**src/rtl/port_width_adapter_if.sv**
```systemverilog
// Valid/ready bundle between a producer, the width adapter and a consumer.
//   in_valid/in_ready/in_data      : producer side, NCH lanes of IN_W bits
//   out_valid/out_ready/out_data   : consumer side, NCH lanes of OUT_W bits
//   out_lost                       : per-lane truncation-loss flag, travels with out_data
//   loss_cnt                       : saturating count of accepted lossy beats
// The slave modport is the adapter's view; master is the environment's view.
interface port_width_adapter_if #(
  parameter int unsigned NCH   = 4,
  parameter int unsigned IN_W  = 8,
  parameter int unsigned OUT_W = 4,
  parameter int unsigned CNT_W = 8
);
  logic                 in_valid;
  logic                 in_ready;
  logic [NCH*IN_W-1:0]  in_data;
  logic                 out_valid;
  logic                 out_ready;
  logic [NCH*OUT_W-1:0] out_data;
  logic [NCH-1:0]       out_lost;
  logic [CNT_W-1:0]     loss_cnt;

  modport master (
    output in_valid, in_data, out_ready,
    input  in_ready, out_valid, out_data, out_lost, loss_cnt
  );

  modport slave (
    input  in_valid, in_data, out_ready,
    output in_ready, out_valid, out_data, out_lost, loss_cnt
  );
endinterface

```
**src/rtl/port_width_adapter.sv**
```systemverilog
// Registered lane-width adapter. Each of NCH lanes is converted from IN_W to OUT_W bits
// (truncate, zero-extend or sign-extend) as it enters a 2-entry in-order skid buffer.
// Lanes whose truncation changed the value are flagged, and lossy beats are counted.
//   clk  : clock, rising edge
//   rst  : synchronous active-high reset
//   bus  : port_width_adapter_if.slave (handshakes, data, loss flags, loss counter)
module port_width_adapter #(
  parameter int unsigned NCH    = 4,
  parameter int unsigned IN_W   = 8,
  parameter int unsigned OUT_W  = 4,
  parameter bit          SIGNED = 1'b0,
  parameter int unsigned CNT_W  = 8
) (
  input  logic                clk,
  input  logic                rst,
  port_width_adapter_if.slave bus
);

  logic [NCH*OUT_W-1:0] conv_data;
  logic [NCH-1:0]       conv_lost;

  // Per-lane conversion, applied before storage.
  for (genvar k = 0; k < NCH; k++) begin : g_lane
    logic [IN_W-1:0] lane_in;
    assign lane_in = bus.in_data[k*IN_W +: IN_W];

    if (OUT_W < IN_W) begin : g_trunc
      assign conv_data[k*OUT_W +: OUT_W] = lane_in[OUT_W-1:0];
      if (SIGNED) begin : g_sloss
        // Signed value survives only if every dropped bit equals the new sign bit.
        assign conv_lost[k] = (lane_in[IN_W-1:OUT_W] != {(IN_W-OUT_W){lane_in[OUT_W-1]}});
      end else begin : g_uloss
        assign conv_lost[k] = |lane_in[IN_W-1:OUT_W];
      end
    end else if (OUT_W > IN_W) begin : g_ext
      logic ext_bit;
      assign ext_bit = SIGNED ? lane_in[IN_W-1] : 1'b0;
      assign conv_data[k*OUT_W +: OUT_W] = {{(OUT_W-IN_W){ext_bit}}, lane_in};
      assign conv_lost[k] = 1'b0;
    end else begin : g_pass
      assign conv_data[k*OUT_W +: OUT_W] = lane_in;
      assign conv_lost[k] = 1'b0;
    end
  end

  // Entry 0 is always the head; entry 1 holds the second beat when cnt==2.
  logic [1:0][NCH*OUT_W-1:0] data_q, data_d;
  logic [1:0][NCH-1:0]       lost_q, lost_d;
  logic [1:0]                cnt_q, cnt_d;
  logic [CNT_W-1:0]          loss_cnt_q, loss_cnt_d;
  logic                      push, pop;

  assign bus.in_ready  = !rst && (cnt_q != 2'd2);
  assign bus.out_valid = (cnt_q != 2'd0);
  assign bus.out_data  = data_q[0];
  assign bus.out_lost  = lost_q[0];
  assign bus.loss_cnt  = loss_cnt_q;

  assign push = bus.in_valid && bus.in_ready;
  assign pop  = bus.out_valid && bus.out_ready;

  always_comb begin
    data_d     = data_q;
    lost_d     = lost_q;
    cnt_d      = cnt_q;
    loss_cnt_d = loss_cnt_q;
    case ({push, pop})
      2'b10: begin
        // cnt is 0 or 1 here, so its low bit selects the free slot.
        data_d[cnt_q[0]] = conv_data;
        lost_d[cnt_q[0]] = conv_lost;
        cnt_d            = cnt_q + 2'd1;
      end
      2'b01: begin
        data_d[0] = data_q[1];
        lost_d[0] = lost_q[1];
        cnt_d     = cnt_q - 2'd1;
      end
      2'b11: begin
        // Push needs cnt<2 and pop needs cnt>0, so cnt==1: replace the head.
        data_d[0] = conv_data;
        lost_d[0] = conv_lost;
      end
      default: ;
    endcase
    if (push && (|conv_lost) && (loss_cnt_q != {CNT_W{1'b1}})) begin
      loss_cnt_d = loss_cnt_q + {{(CNT_W-1){1'b0}}, 1'b1};
    end
  end

  always_ff @(posedge clk) begin
    if (rst) begin
      data_q     <= '0;
      lost_q     <= '0;
      cnt_q      <= 2'd0;
      loss_cnt_q <= '0;
    end else begin
      data_q     <= data_d;
      lost_q     <= lost_d;
      cnt_q      <= cnt_d;
      loss_cnt_q <= loss_cnt_d;
    end
  end

endmodule
```
**src/flat_wrapper.sv**
```systemverilog
// flat-port wrapper written by rule: the top's interface ports become plain ports
module port_width_adapter_flat 
#(
  parameter int unsigned NCH    = 4,
  parameter int unsigned IN_W   = 8,
  parameter int unsigned OUT_W  = 4,
  parameter bit          SIGNED = 1'b0,
  parameter int unsigned CNT_W  = 8
)
  (clk, rst, bus_in_valid, bus_in_data, bus_out_ready, bus_in_ready, bus_out_valid, bus_out_data, bus_out_lost, bus_loss_cnt);
  port_width_adapter_if #(.NCH(NCH), .IN_W(IN_W), .OUT_W(OUT_W), .CNT_W(CNT_W)) bus_i ();
  input  logic clk;
  input  logic rst;
  input wire logic [$bits(bus_i.in_valid)-1:0] bus_in_valid;
  input wire logic [$bits(bus_i.in_data)-1:0] bus_in_data;
  input wire logic [$bits(bus_i.out_ready)-1:0] bus_out_ready;
  output wire logic [$bits(bus_i.in_ready)-1:0] bus_in_ready;
  output wire logic [$bits(bus_i.out_valid)-1:0] bus_out_valid;
  output wire logic [$bits(bus_i.out_data)-1:0] bus_out_data;
  output wire logic [$bits(bus_i.out_lost)-1:0] bus_out_lost;
  output wire logic [$bits(bus_i.loss_cnt)-1:0] bus_loss_cnt;
  assign bus_i.in_valid = bus_in_valid;
  assign bus_i.in_data = bus_in_data;
  assign bus_i.out_ready = bus_out_ready;
  assign bus_in_ready = bus_i.in_ready;
  assign bus_out_valid = bus_i.out_valid;
  assign bus_out_data = bus_i.out_data;
  assign bus_out_lost = bus_i.out_lost;
  assign bus_loss_cnt = bus_i.loss_cnt;
  port_width_adapter #(.NCH(NCH), .IN_W(IN_W), .OUT_W(OUT_W), .SIGNED(SIGNED), .CNT_W(CNT_W)) u_core (.clk(clk), .rst(rst), .bus(bus_i));
endmodule
```
**config.mk**
```make
export PLATFORM = sky130hd
export DESIGN_NAME = port_width_adapter_flat
export DESIGN_NICKNAME = d
export VERILOG_FILES = /design/src/rtl/port_width_adapter_if.sv /design/src/rtl/port_width_adapter.sv /design/src/flat_wrapper.sv
export SDC_FILE = /design/constraint.sdc
export NUM_CORES = 1
export LEC_CHECK = 0
export ABC_AREA = 1
export CORE_MARGIN = 10
export CORE_UTILIZATION = 49
export DETAILED_ROUTE_END_ITERATION = 8
export PLACE_DENSITY = 0.89
export REMOVE_ABC_BUFFERS = 1
export SETUP_SLACK_MARGIN = 0.2
export SYNTH_ARGS = -nofsm -noshare
export SYNTH_HDL_FRONTEND = slang
export SYNTH_SLANG_ARGS = --single-unit
```
**constraint.sdc**
```tcl
create_clock -name clk -period 2.8 [get_ports clk]
set_clock_uncertainty 0.15 [all_clocks]
set_input_delay 0.56 -clock clk [delete_from_list [all_inputs] [get_ports clk]]
set_output_delay 0.56 -clock clk [all_outputs]
set_load 0.03 [all_outputs]
```
Yosys cells after proc, flatten, opt, wreduce, memory -nomap -nowiden
Cells that the tools add are included.
{ "totals": {"reg_bits": 50, "wordCells": 40, "input_bits": 36, "output_inout_bits": 30} }
{ "classes": {"muxes": 9, "n_lt_le_gt_ge": 2, "add_sub_neg": 3, "reduce_logical": 15, "n_eq_ne": 5} }
{ "ops": {"columns": ["op", "n"], "rows": [
  ["$pmux W16 S3", 1],
  ["$bwmux W32", 1],
  ["$demux W16 S1", 1],
  ["$mux W16", 1],
  ["$reduce_or A16 Y1", 1],
  ["$reduce_or A4 Y1", 4],
  ["$pmux W4 S3", 1],
  ["$add A8 B1 Y8 const B", 1],
  ["$bwmux W8", 1],
  ["$ne A8 B8 Y1 const B", 1],
  ["$logic_and A1 B1 Y1", 6],
  ["$demux W4 S1", 1],
  ["$eq A2 B2 Y1 const B", 2],
  ["$mux W4", 1],
  ["$pmux W2 S2", 1],
  ["$reduce_bool A2 Y1", 2],
  ["$reduce_bool A3 Y1", 1],
  ["$add A2 B1 Y2 const B", 1],
  ["$eq A2 B1 Y1 const B", 1],
  ["$lt A1 B2 Y1 const B", 1],
  ["$ne A2 B2 Y1 const B", 1],
  ["$sub A2 B1 Y2 const B", 1],
  ["$ge A1 B1 Y1 const B", 1],
  ["$logic_not A1 Y1", 1]
]} }

Logic depth before layout (Yosys ltp)
{ "logic_depth": {"depth_word": 6, "mapped_depth": 13, "ltp_nobuf": 11} }

Worst setup path before layout
OpenSTA, ideal clock, no wires.
{ "synth_timing": {"path_type": "input-to-reg", "startpoint": "in rst", "endpoint": "reg u_core.data_q (netlist bit u_core.bus.out_data[10])", "slack_ns": 0.372, "t_required_ns": 2.534, "stages": 13, "path_buffers": 2, "t_arrival_ns": 2.162, "path_cell_list": "clkinv_1 > o21ai_2 > nor2_4 > buf_2 > inv_1 > ha_1 > inv_1 > clkbuf_1 > o21ai_0 > a21oi_1 > nand2_1 > o211ai_1 > inv_1"} }
{ "synth_between": {"elab_chain_len": 5} }
{ "synth_rtl": {"columns": ["element", "line_no", "text"], "rows": [
  ["start: declaration", "flat_wrapper.sv:13", "input logic rst;"],
  ["$logic_not A1 Y1", "port_width_adapter.sv:53", "assign bus.in_ready = !rst && (cnt_q != 2'd2);"],
  ["$logic_and A1 B1 Y1", "port_width_adapter.sv:53", null],
  ["$logic_and A1 B1 Y1", "port_width_adapter.sv:59", "assign push = bus.in_valid && bus.in_ready;"],
  ["$eq A2 B2 Y1 or $eq A2 B1 Y1 (tied branches)", "port_width_adapter.sv:67", "case ({push, pop})"],
  ["$pmux W16 S3 or $reduce_bool A3 Y1 (tied branches)", null, null],
  ["end signal: assignment", "port_width_adapter.sv:98", "data_q <= data_d;"],
  ["end: declaration", "port_width_adapter.sv:47", "logic [1:0][NCH*OUT_W-1:0] data_q, data_d;"]
]} }
Parallel ways exist; a longest one is shown, timed or not.
A chain may end at the register's enable or synchronous reset.

Final worst setup path
{ "layout_timing": {"startpoint": "reg u_core.cnt_q[0]", "endpoint": "out bus_out_valid"} }
{ "layout_between": {"elab_chain_len": 1} }
{ "layout_rtl": {"columns": ["element", "line_no", "text"], "rows": [
  ["start: declaration", "port_width_adapter.sv:49", "logic [1:0] cnt_q, cnt_d;"],
  ["start signal: assignment", "port_width_adapter.sv:100", "cnt_q <= cnt_d;"],
  ["$reduce_bool A2 Y1", "port_width_adapter.sv:54", "assign bus.out_valid = (cnt_q != 2'd0);"],
  ["end: declaration", "flat_wrapper.sv:18", "output wire logic [$bits(bus_i.out_valid)-1:0] bus_out_valid;"]
]} }
Every way passes these cells.

==> flow_metrics.tcl <==
set metrics [dict create \
    avgSynthCellArea_um2 6.78 \
    grt.total_usage_pct 15.3 \
    synth_area_leader_cell "dfxtp_1" \
    gp_congestion 0.813 \
    regArea_um2 1000 \
    finalWirelength_mm 6.78 \
    arrival_ns 1.72 \
    cts_hold_buffers 0 \
    hold_viol 0 \
    clk_pin_slew_ns 0.10 \
    htreeDepth 2 \
    power.density_nw_per_um2 789 \
    synth.most_common_cell "nand2_1" \
    initial_utilization_pct 51.5 \
    status "completed" \
    multi_input_area_um2 1240 \
    period_minus_slack_ns 2.43 \
    core-area_um2 5240 \
    fp.dieArea_um2 8870 \
    root_buffer "clkbuf_8" \
    antenna_cells 0 \
    die_w_um 94.2 \
    vias_per_cell 5.11 \
    p_leak_uw 0.00143 \
    netlist_area_um2 2700 \
    crit_fanout 6 \
    postCtsSetupBuffers 0 \
    syn_to_final_growth_pct 25.2 \
    drc 0 \
    yosysTopAreaCellShare_pct 37.1 \
    irDropWorstVdd_uv 463 \
    synth_cell_types 22 \
    synth_edf_count 0 \
    dp_hpwl_mm 4.96 \
    min_period_over_period_pct 86.9 \
    grt_busiest_layer "met2" \
    ys_seq_area_share_pct 37.1 \
    max_cap_violations 0 \
    hold_path_class "flop to flop" \
    ys_ff_latch 50 \
    crit_required_ns 2.09 \
    clk_latency_ns 0.31 \
    die_y_um 94.2 \
    grt_max_degree 46 \
    cts_resized 1 \
    drv_slew 0 \
    relSlewSlack_pct 54.6 \
    met1_usage_pct 16.9 \
    synth-main-ff-cell "dfxtp_1" \
    async_flop_share_pct 0 \
    nets 483 \
    use_met3_pct 6.47 \
    rsz0062_at_grt "no" \
    post_drt_wl_per_cell_um 13.2 \
    cts_buffers 5 \
    grt_pass1_wl_mm 11.3 \
    grt_use_met2_pct 26.0 \
    cts_buffer_depth 2 \
    cp-end-kind "primary output" \
    vias 2619 \
    drtPass1Iterations 4 \
    layout-drive-gt1-share_pct 5.42 \
    cts_tree "yes" \
    fmax_ghz 0.411 \
    tightest_slew_ns 0.681 \
    synth_area_leaders "dfxtp_1 (37%), nand2_1 (13%), a21oi_1 (8.7%)" \
    netlist_top_cells_count "nand2_1 (92), inv_1 (55), dfxtp_1 (50)" \
    ioPinCount 66 \
    finalSetupViolations 0 \
    antenna_found_initial 0 \
    portBuffers 65 \
    ys_warn_count 0 \
    num-fill-cells 469 \
    antenna_left 0 \
    rows 26 \
    grt_overflow 0 \
    start_kind "flop" \
    final_util_pct 64.5 \
    syn-instance-count 398 \
    path_class "flop to primary output" \
    grt_pass1_vias 2553 \
    cts.sinks 50 \
    power_uw 2670 \
    drt_iter0_drc 150 \
]
-- path summary, 6_finish.rpt --
kind	start	slack, ns	cells after the start	end
min	u_core.data_q[27]	0.30	2	u_core.data_q[27]
max reg2reg	u_core.cnt_q[0]	0.48	10	u_core.bus.out_data[6]
max	u_core.cnt_q[0]	0.37	3	bus_out_valid
min reg2reg	u_core.data_q[27]	0.30	2	u_core.data_q[27]
-- flip-flops by register name, indices dropped and copies added (netlist names) --
signal / flops
u_core.data_q: 16
u_core.bus.loss_cnt: 8
u_core.lost_q: 4
u_core.cnt_q: 2
u_core.bus.out_data: 16
u_core.bus.out_lost: 4
-- final cells by class --
cell class / count / area share (%)
multi-input combinational: 252 / 36.7
sequential: 50 / 29.6
timing repair buffer: 77 / 21.9
inverter: 56 / 6.22
tap: 70 / 2.59
clock buffer: 6 / 2.44
clock inverter: 2 / 0.519
-- metrics by stage --
stage | cell area [um2] | instances | setup slack [ns] | hold WS [ns] | setup TNS (ns)
2_1_floorplan | 2450 | 358 | -0.726 | 0.277 | -14.45
3_3_place_gp | 3280 | 505 | 0.141 | 0.283 | 0
3_5_place_dp | 3280 | 505 | 0.0545 | 0.293 | 0
4_1_cts | 3380 | 513 | 0.345 | 0.307 | 0
5_1_grt | 3380 | 513 | 0.208 | 0.321 | 0
6_report | 3380 | 513 | 0.367 | 0.303 | 0
-- where the power goes --
group	switching (uW)	internal, uW	leakage, uW	total (uW)
registers	84.7	867	0.000408	952
logic	776	477	0.000970	1250
clock network	258	204	0.0000514	461
-- kinds of logic after synthesis --
family / Yosys count / share of synthesized area [%]
simple gates: 134 / 20.0
flops: 50 / 37.1
fa+ha+maj: 5 / 2.32
xor+xnor: 2 / 0.649
compound gates: 111 / 22.8
buf+inv: 96 / 17.1
-- routing by layer --
metal  wire [um]  share of wire, %  up-vias
li1            -                 -     1352
met1        2900                43     1172
met2        3170                47       85
met3         628               9.3       10
met4          87               1.3        0
met5           0                 0        -
-- critical path, stage by stage, from the launching register on --
cell             delay [ns]
dfxtp_1                0.48
inv_1                  0.16
nand2_1                0.10
clkdlybuf4s50_1        0.68
-- placed cells by master, fill, tap and decap left out, types with 4 or more instances in the layout --
cell	count
a21oi_1	46
a31oi_1	4
buf_4	12
clkbuf_8	6
clkdlybuf4s50_1	64
dfxtp_1	50
ha_1	5
inv_1	55
nand2_1	92
nand3_1	8
nand4_1	8
nor2_1	25
o211ai_1	16
o21ai_0	41
Note: power is estimated with default switching activity, not from simulation.
==> patch 1 (same settings) <==
Make the reset (`rst`) asynchronous in one clocked block. Comments in the files are not updated.
--- a/src/rtl/port_width_adapter.sv
+++ b/src/rtl/port_width_adapter.sv
@@ -90,3 +90,3 @@
 
-  always_ff @(posedge clk) begin
+  always_ff @(posedge clk or posedge rst) begin
     if (rst) begin
Check against the original RTL: differs if rst is asserted again (counterexample within 4 cycles, from zero or initial values and one cycle with rst high); with rst held inactive, the same outputs for 10 cycles.
==> patch 1 against the unedited design <==
Setup slack better by 0.013 ns; power is 40% higher; area after synthesis is 3.8% higher; synthesized cell count is 7.3% lower; global-route usage is 1.1 points higher; wire length is 4.6% higher; cell area is 4.4% higher; sequential cell count stayed put; largest cell class is now registers.
==> patch 1: results (changes against the unedited design) <==
* Run status: complete, no violations
* Number of buffers inserted by post-CTS setup repair at 0 (unchanged)
* Mean instance size in the synthesized netlist at 7.59 µm² (+12%)
* Worst reg2reg path depth at 9 (-1)
* Later-pin clock latency in the skew report at 0.31 ns (about the same)
* Post-Synth Adder-Cell Area at 2.24% (-0.084 points)
* Vias per cell at 5.14 (+0.67%)
* Origin of the worst min-delay path: u_core.data_q[25]$_DFFE_PP0P_
* Proportion of synthesized chip area in sequential cells at 44.7% (+7.6 points)
* Clock transition at path regs at 0.09 ns
* Worst hold slack at 0.346 ns (+0.0434 ns)
* Peak ir drop on the vdd network at 0.000546 V (+18%)
* Area fraction in compound gates after synthesis at 16.0% (-6.8 points)
* First-pass GRT wire length at 12300 µm (+8.5%)
* Top cells by instance count after synthesis: nand2_1, dfrtp_1, o21ai_0
* Endpoint of the worst register-to-register path: u_core.bus.out_data[11]$_DFFE_PP0P_
* Crit path max fanout at 7 (+1)
* Xor-xnor portion of the synthesized cell area at 0.939% (+0.29 points)
* Number of clock buffers inserted by TritonCTS at 5 (unchanged)
* Leakage power at 1.68 nW (+18%)
* Worst setup slack for register-to-register paths at 0.58 ns (+0.10 ns)
* Share of synthesized flip-flops with an asynchronous set or reset at 100% (+100 points)
* Vias in the first global route at 2672 (+4.7%)
* Number of distinct library cells after synthesis at 24 (+9.1%)
* Critical path's slowest cell: clkdlybuf4s50_1
* Yosys warning count at 0 (unchanged)
* Post-place setup slack at 0.0921 ns (+0.0376 ns)
* Total placed cells including tap cells at 479 (-5.1%)
* Clock sinks at 50 (unchanged)
* Crit Reg-Reg Startpoint: u_core.cnt_q[1]$_DFFE_PP0P_
* Total detailed-routing wirelength at 7100 µm (+4.6%)
* Pin count of the biggest net entering global routing at 51 (+11%)
* Resize count post-CTS at 0 (-1)
* Final Worst Setup Slack at 0.380 ns (+0.0133 ns)
* GRT Util Overall at 16.4% (+1.1 points)
* Placement-stage cell area at 0.00339 mm² (+3.2%)
* Hold WC Path Type: reg2reg
* Worst slew slack as a fraction of its limit at 54.3% (-0.24 points)
* IO Port Bufs at 65 (unchanged)
* Startpoint of the worst setup timing path: u_core.cnt_q[0]$_DFFE_PP0P_
* Fraction of layout instances using a drive strength above 1 at 6.75% (+1.3 points)
* Weighted congestion reported at the end of routability-driven placement at 0.789 (-2.9%)
* Antenna diode instance count at 0 (unchanged)
* Worst Hold End: u_core.data_q[25]$_DFFE_PP0P_
* Post-DP HPWL at 5140 µm (+3.6%)
* Number of cells in the finished layout apart from fillers at 487 (-5.1%)
* Cell count of the worst hold path at 2 (unchanged)
* Largest cells by area after synthesis: dfrtp_1, nand2_1, o21ai_0, a21oi_1, buf_4
* NumNets Final at 455 (-5.8%)
* Number of detailed-route iterations in the first pass at 5 (+1)
* Iteration-0 DRC Markers at 234 (+56%)
* Root buffer cell: clkbuf_8
* Number of buffers between clock root and the deepest sink at 2 (unchanged)
-- patch 1: power breakdown --
part	internal [mW]	total (mW)	switching, mW
clock	0.381	0.627	0.246
sequential	1.05	1.29	0.235
combinational	0.716	1.81	1.09
total	2.15	3.73	1.57
-- patch 1: critical path: cells and delay by family (launching register included) --
kind / cells / cell delay, ns
buf+inv: 2 / 0.78
simple gates: 1 / 0.10
flops: 1 / 0.53
-- patch 1: final cells by class --
type	instances	area, µm²
clock buffer	6	82.6
tap	72	90.1
fill	487	2010
multi-input combinational	246	1170
timing repair buffer	75	736
inverter	36	135
sequential	50	1250
clock inverter	2	60.1
-- patch 1: metal layers --
metal	global-route usage, %	vias up	share of wire [%]
met3	5.73	5	9.3
met2	28.1	88	49
met5	0	-	0
li1	-	1239	-
met1	18.9	1171	41
met4	5.04	0	0.90
==> patch 2 (same settings) <==
Without the edit above. `CNT_W` is set to 8 in 3 places; all go to 6.
--- a/src/rtl/port_width_adapter_if.sv
+++ b/src/rtl/port_width_adapter_if.sv
@@ -10,3 +10,3 @@
   parameter int unsigned OUT_W = 4,
-  parameter int unsigned CNT_W = 8
+  parameter int unsigned CNT_W = 6
 );
--- a/src/rtl/port_width_adapter.sv
+++ b/src/rtl/port_width_adapter.sv
@@ -11,3 +11,3 @@
   parameter bit          SIGNED = 1'b0,
-  parameter int unsigned CNT_W  = 8
+  parameter int unsigned CNT_W  = 6
 ) (
--- a/src/flat_wrapper.sv
+++ b/src/flat_wrapper.sv
@@ -7,3 +7,3 @@
   parameter bit          SIGNED = 1'b0,
-  parameter int unsigned CNT_W  = 8
+  parameter int unsigned CNT_W  = 6
 )
Interface: changed (resized bus_loss_cnt); port bits go from 66 to 64. No check against the original RTL was run, so the function may have changed too.
==> patch 2 against the unedited design <==
Sequential share of layout area shrank 0.41 points; utilization increased by 0.29 points; area after synthesis decreased by 5.1%; sequential cell count is 2 lower; wire length fell by 1.1%; cell area decreased by 2.7%; first-iteration DRC count shrank 0.67%; setup slack improved by 0.017 ns; critical path type is now in2reg; power grew 1.9%.
==> patch 2: results (changes against the unedited design) <==
* Xor-xnor portion of the synthesized cell area at 0.342% (-0.31 points)
* Capture point of the worst path: u_core.bus.out_data[15]$_SDFFE_PP0P_
* Total placed cells including tap cells at 481 (-4.8%)
* Largest cells by area after synthesis: dfxtp_1, o21ai_0, nand2_1, a21oi_1, inv_1
* Comb pwr at 1.33 mW (+6%)
* Met2 GRT Util at 26.7% (+0.68 points)
* Run status: complete, no violations
* Peak ir drop on the vdd network at 0.000458 V (-1.0%)
* GR Layer Usage met1 at 18.2% (+1.3 points)
* NumNets Final at 463 (-4.1%)
* Worst Hold End: u_core.data_q[16]$_SDFFE_PP0P_
* Sw Share at 41.6% (-0.34 points)
* IO Port Bufs at 63 (-3.1%)
* Top cells by instance count after synthesis: nand2_1, o21ai_0, inv_1
* Endpoint of the worst register-to-register path: u_core.bus.out_data[15]$_SDFFE_PP0P_
* Net switching power at 1.13 mW (+1.0%)
* Critical path type: in2reg
* Peak per-stage delay on the critical path at 0.46 ns (-0.22 ns)
* Fraction of layout instances using a drive strength above 1 at 7.11% (+1.7 points)
* Iteration-0 DRC Markers at 149 (-0.67%)
* Post-Synth Adder-Cell Area at 2.44% (+0.13 points)
* Post-DP HPWL at 4680 µm (-5.7%)
* Startpoint of the worst setup timing path: rst
* Count of vias placed by the detailed router at 2519 (-3.8%)
* Placement-stage cell area at 0.00315 mm² (-3.9%)
* Vias in the first global route at 2431 (-4.8%)
* Cell count of the worst hold path at 2 (unchanged)
* GRT Util Overall at 15.7% (+0.38 points)
* Number of buffers between clock root and the deepest sink at 2 (unchanged)
* Total clock network power at 449 µW (-3%)
* Detailed-routed wire length on met2 at 3150 µm (-0.51%)
* Number of distinct library cells after synthesis at 19 (-14%)
* Area fraction in compound gates after synthesis at 26.6% (+3.8 points)
* First-pass GRT wire length at 11200 µm (-0.92%)
* Final Cycle Share at 86.3% (-0.60 points)
* Crit path max fanout at 10 (+4)
* Slew at the pin with the worst max-slew slack at 0.508 ns (-0.172 ns)
* Post-place setup slack at 0.0754 ns (+0.0209 ns)
* Leakage power at 1.43 nW (+0.28%)
* Weighted congestion reported at the end of routability-driven placement at 0.801 (-1.5%)
* Number of cells in the finished layout apart from fillers at 492 (-4.1%)
* Proportion of synthesized chip area in sequential cells at 37.6% (+0.45 points)
* Arrival time reported for the critical path endpoint at 2.48 ns (+0.76 ns)
* Fraction of met3 tracks used by global routing at 5.46% (-1.0 points)
* Gate count of the mapped netlist at 374 (-6.0%)
* Routed length per placed instance at 13.6 µm (+3.1%)
* Origin of the worst min-delay path: u_core.data_q[16]$_SDFFE_PP0P_
* Worst setup slack for register-to-register paths at 0.62 ns (+0.14 ns)
* Number of detailed-route iterations in the first pass at 4 (unchanged)
* WL met1 at 2960 µm (+2.1%)
* Critical path's slowest cell: clkdlybuf4s50_1
* Met3 WL post-DR at 524 µm (-17%)
* Worst hold slack at 0.301 ns (-0.00181 ns)
[patch 2: changes by cell type after synthesis, sizes merged]
| cell | change |
|---|---|
| inv | -2 |
| nand2 | -22 |
| a21o | +16 |
| dfxtp | -2 |
| nand3 | -2 |
| clkinv | -1 |
| nand4 | -5 |
| xor2 | -1 |
| o21ai | +17 |
| a21oi | -4 |
| clkbuf | -2 |
| o211ai | -16 |
[patch 2: layout make-up]
cell class              count  area, µm²
clock buffers               7       96.3
fillers                   439       1790
inverters                  53        203
multi-input cells         235       1180
flip-flops and latches     48        961
well taps                  70       87.6
repair buffers             77        746
repair inverters            2       15.0
[patch 2: timing repair]
item                       in CTS  in global routing
setup buffers                   0                  2
resized for setup               0                  4
setup endpoints to repair       0                  6
[patch 2: logic make-up after synthesis]
| group | Yosys count |
|---|---|
| xor gates and xnor gates | 1 |
| and+or+nand+nor | 105 |
| adders and majority gates | 5 |
| AOI/OAI and AO/OA | 124 |
| buffers and inverters | 91 |
| DFF | 48 |
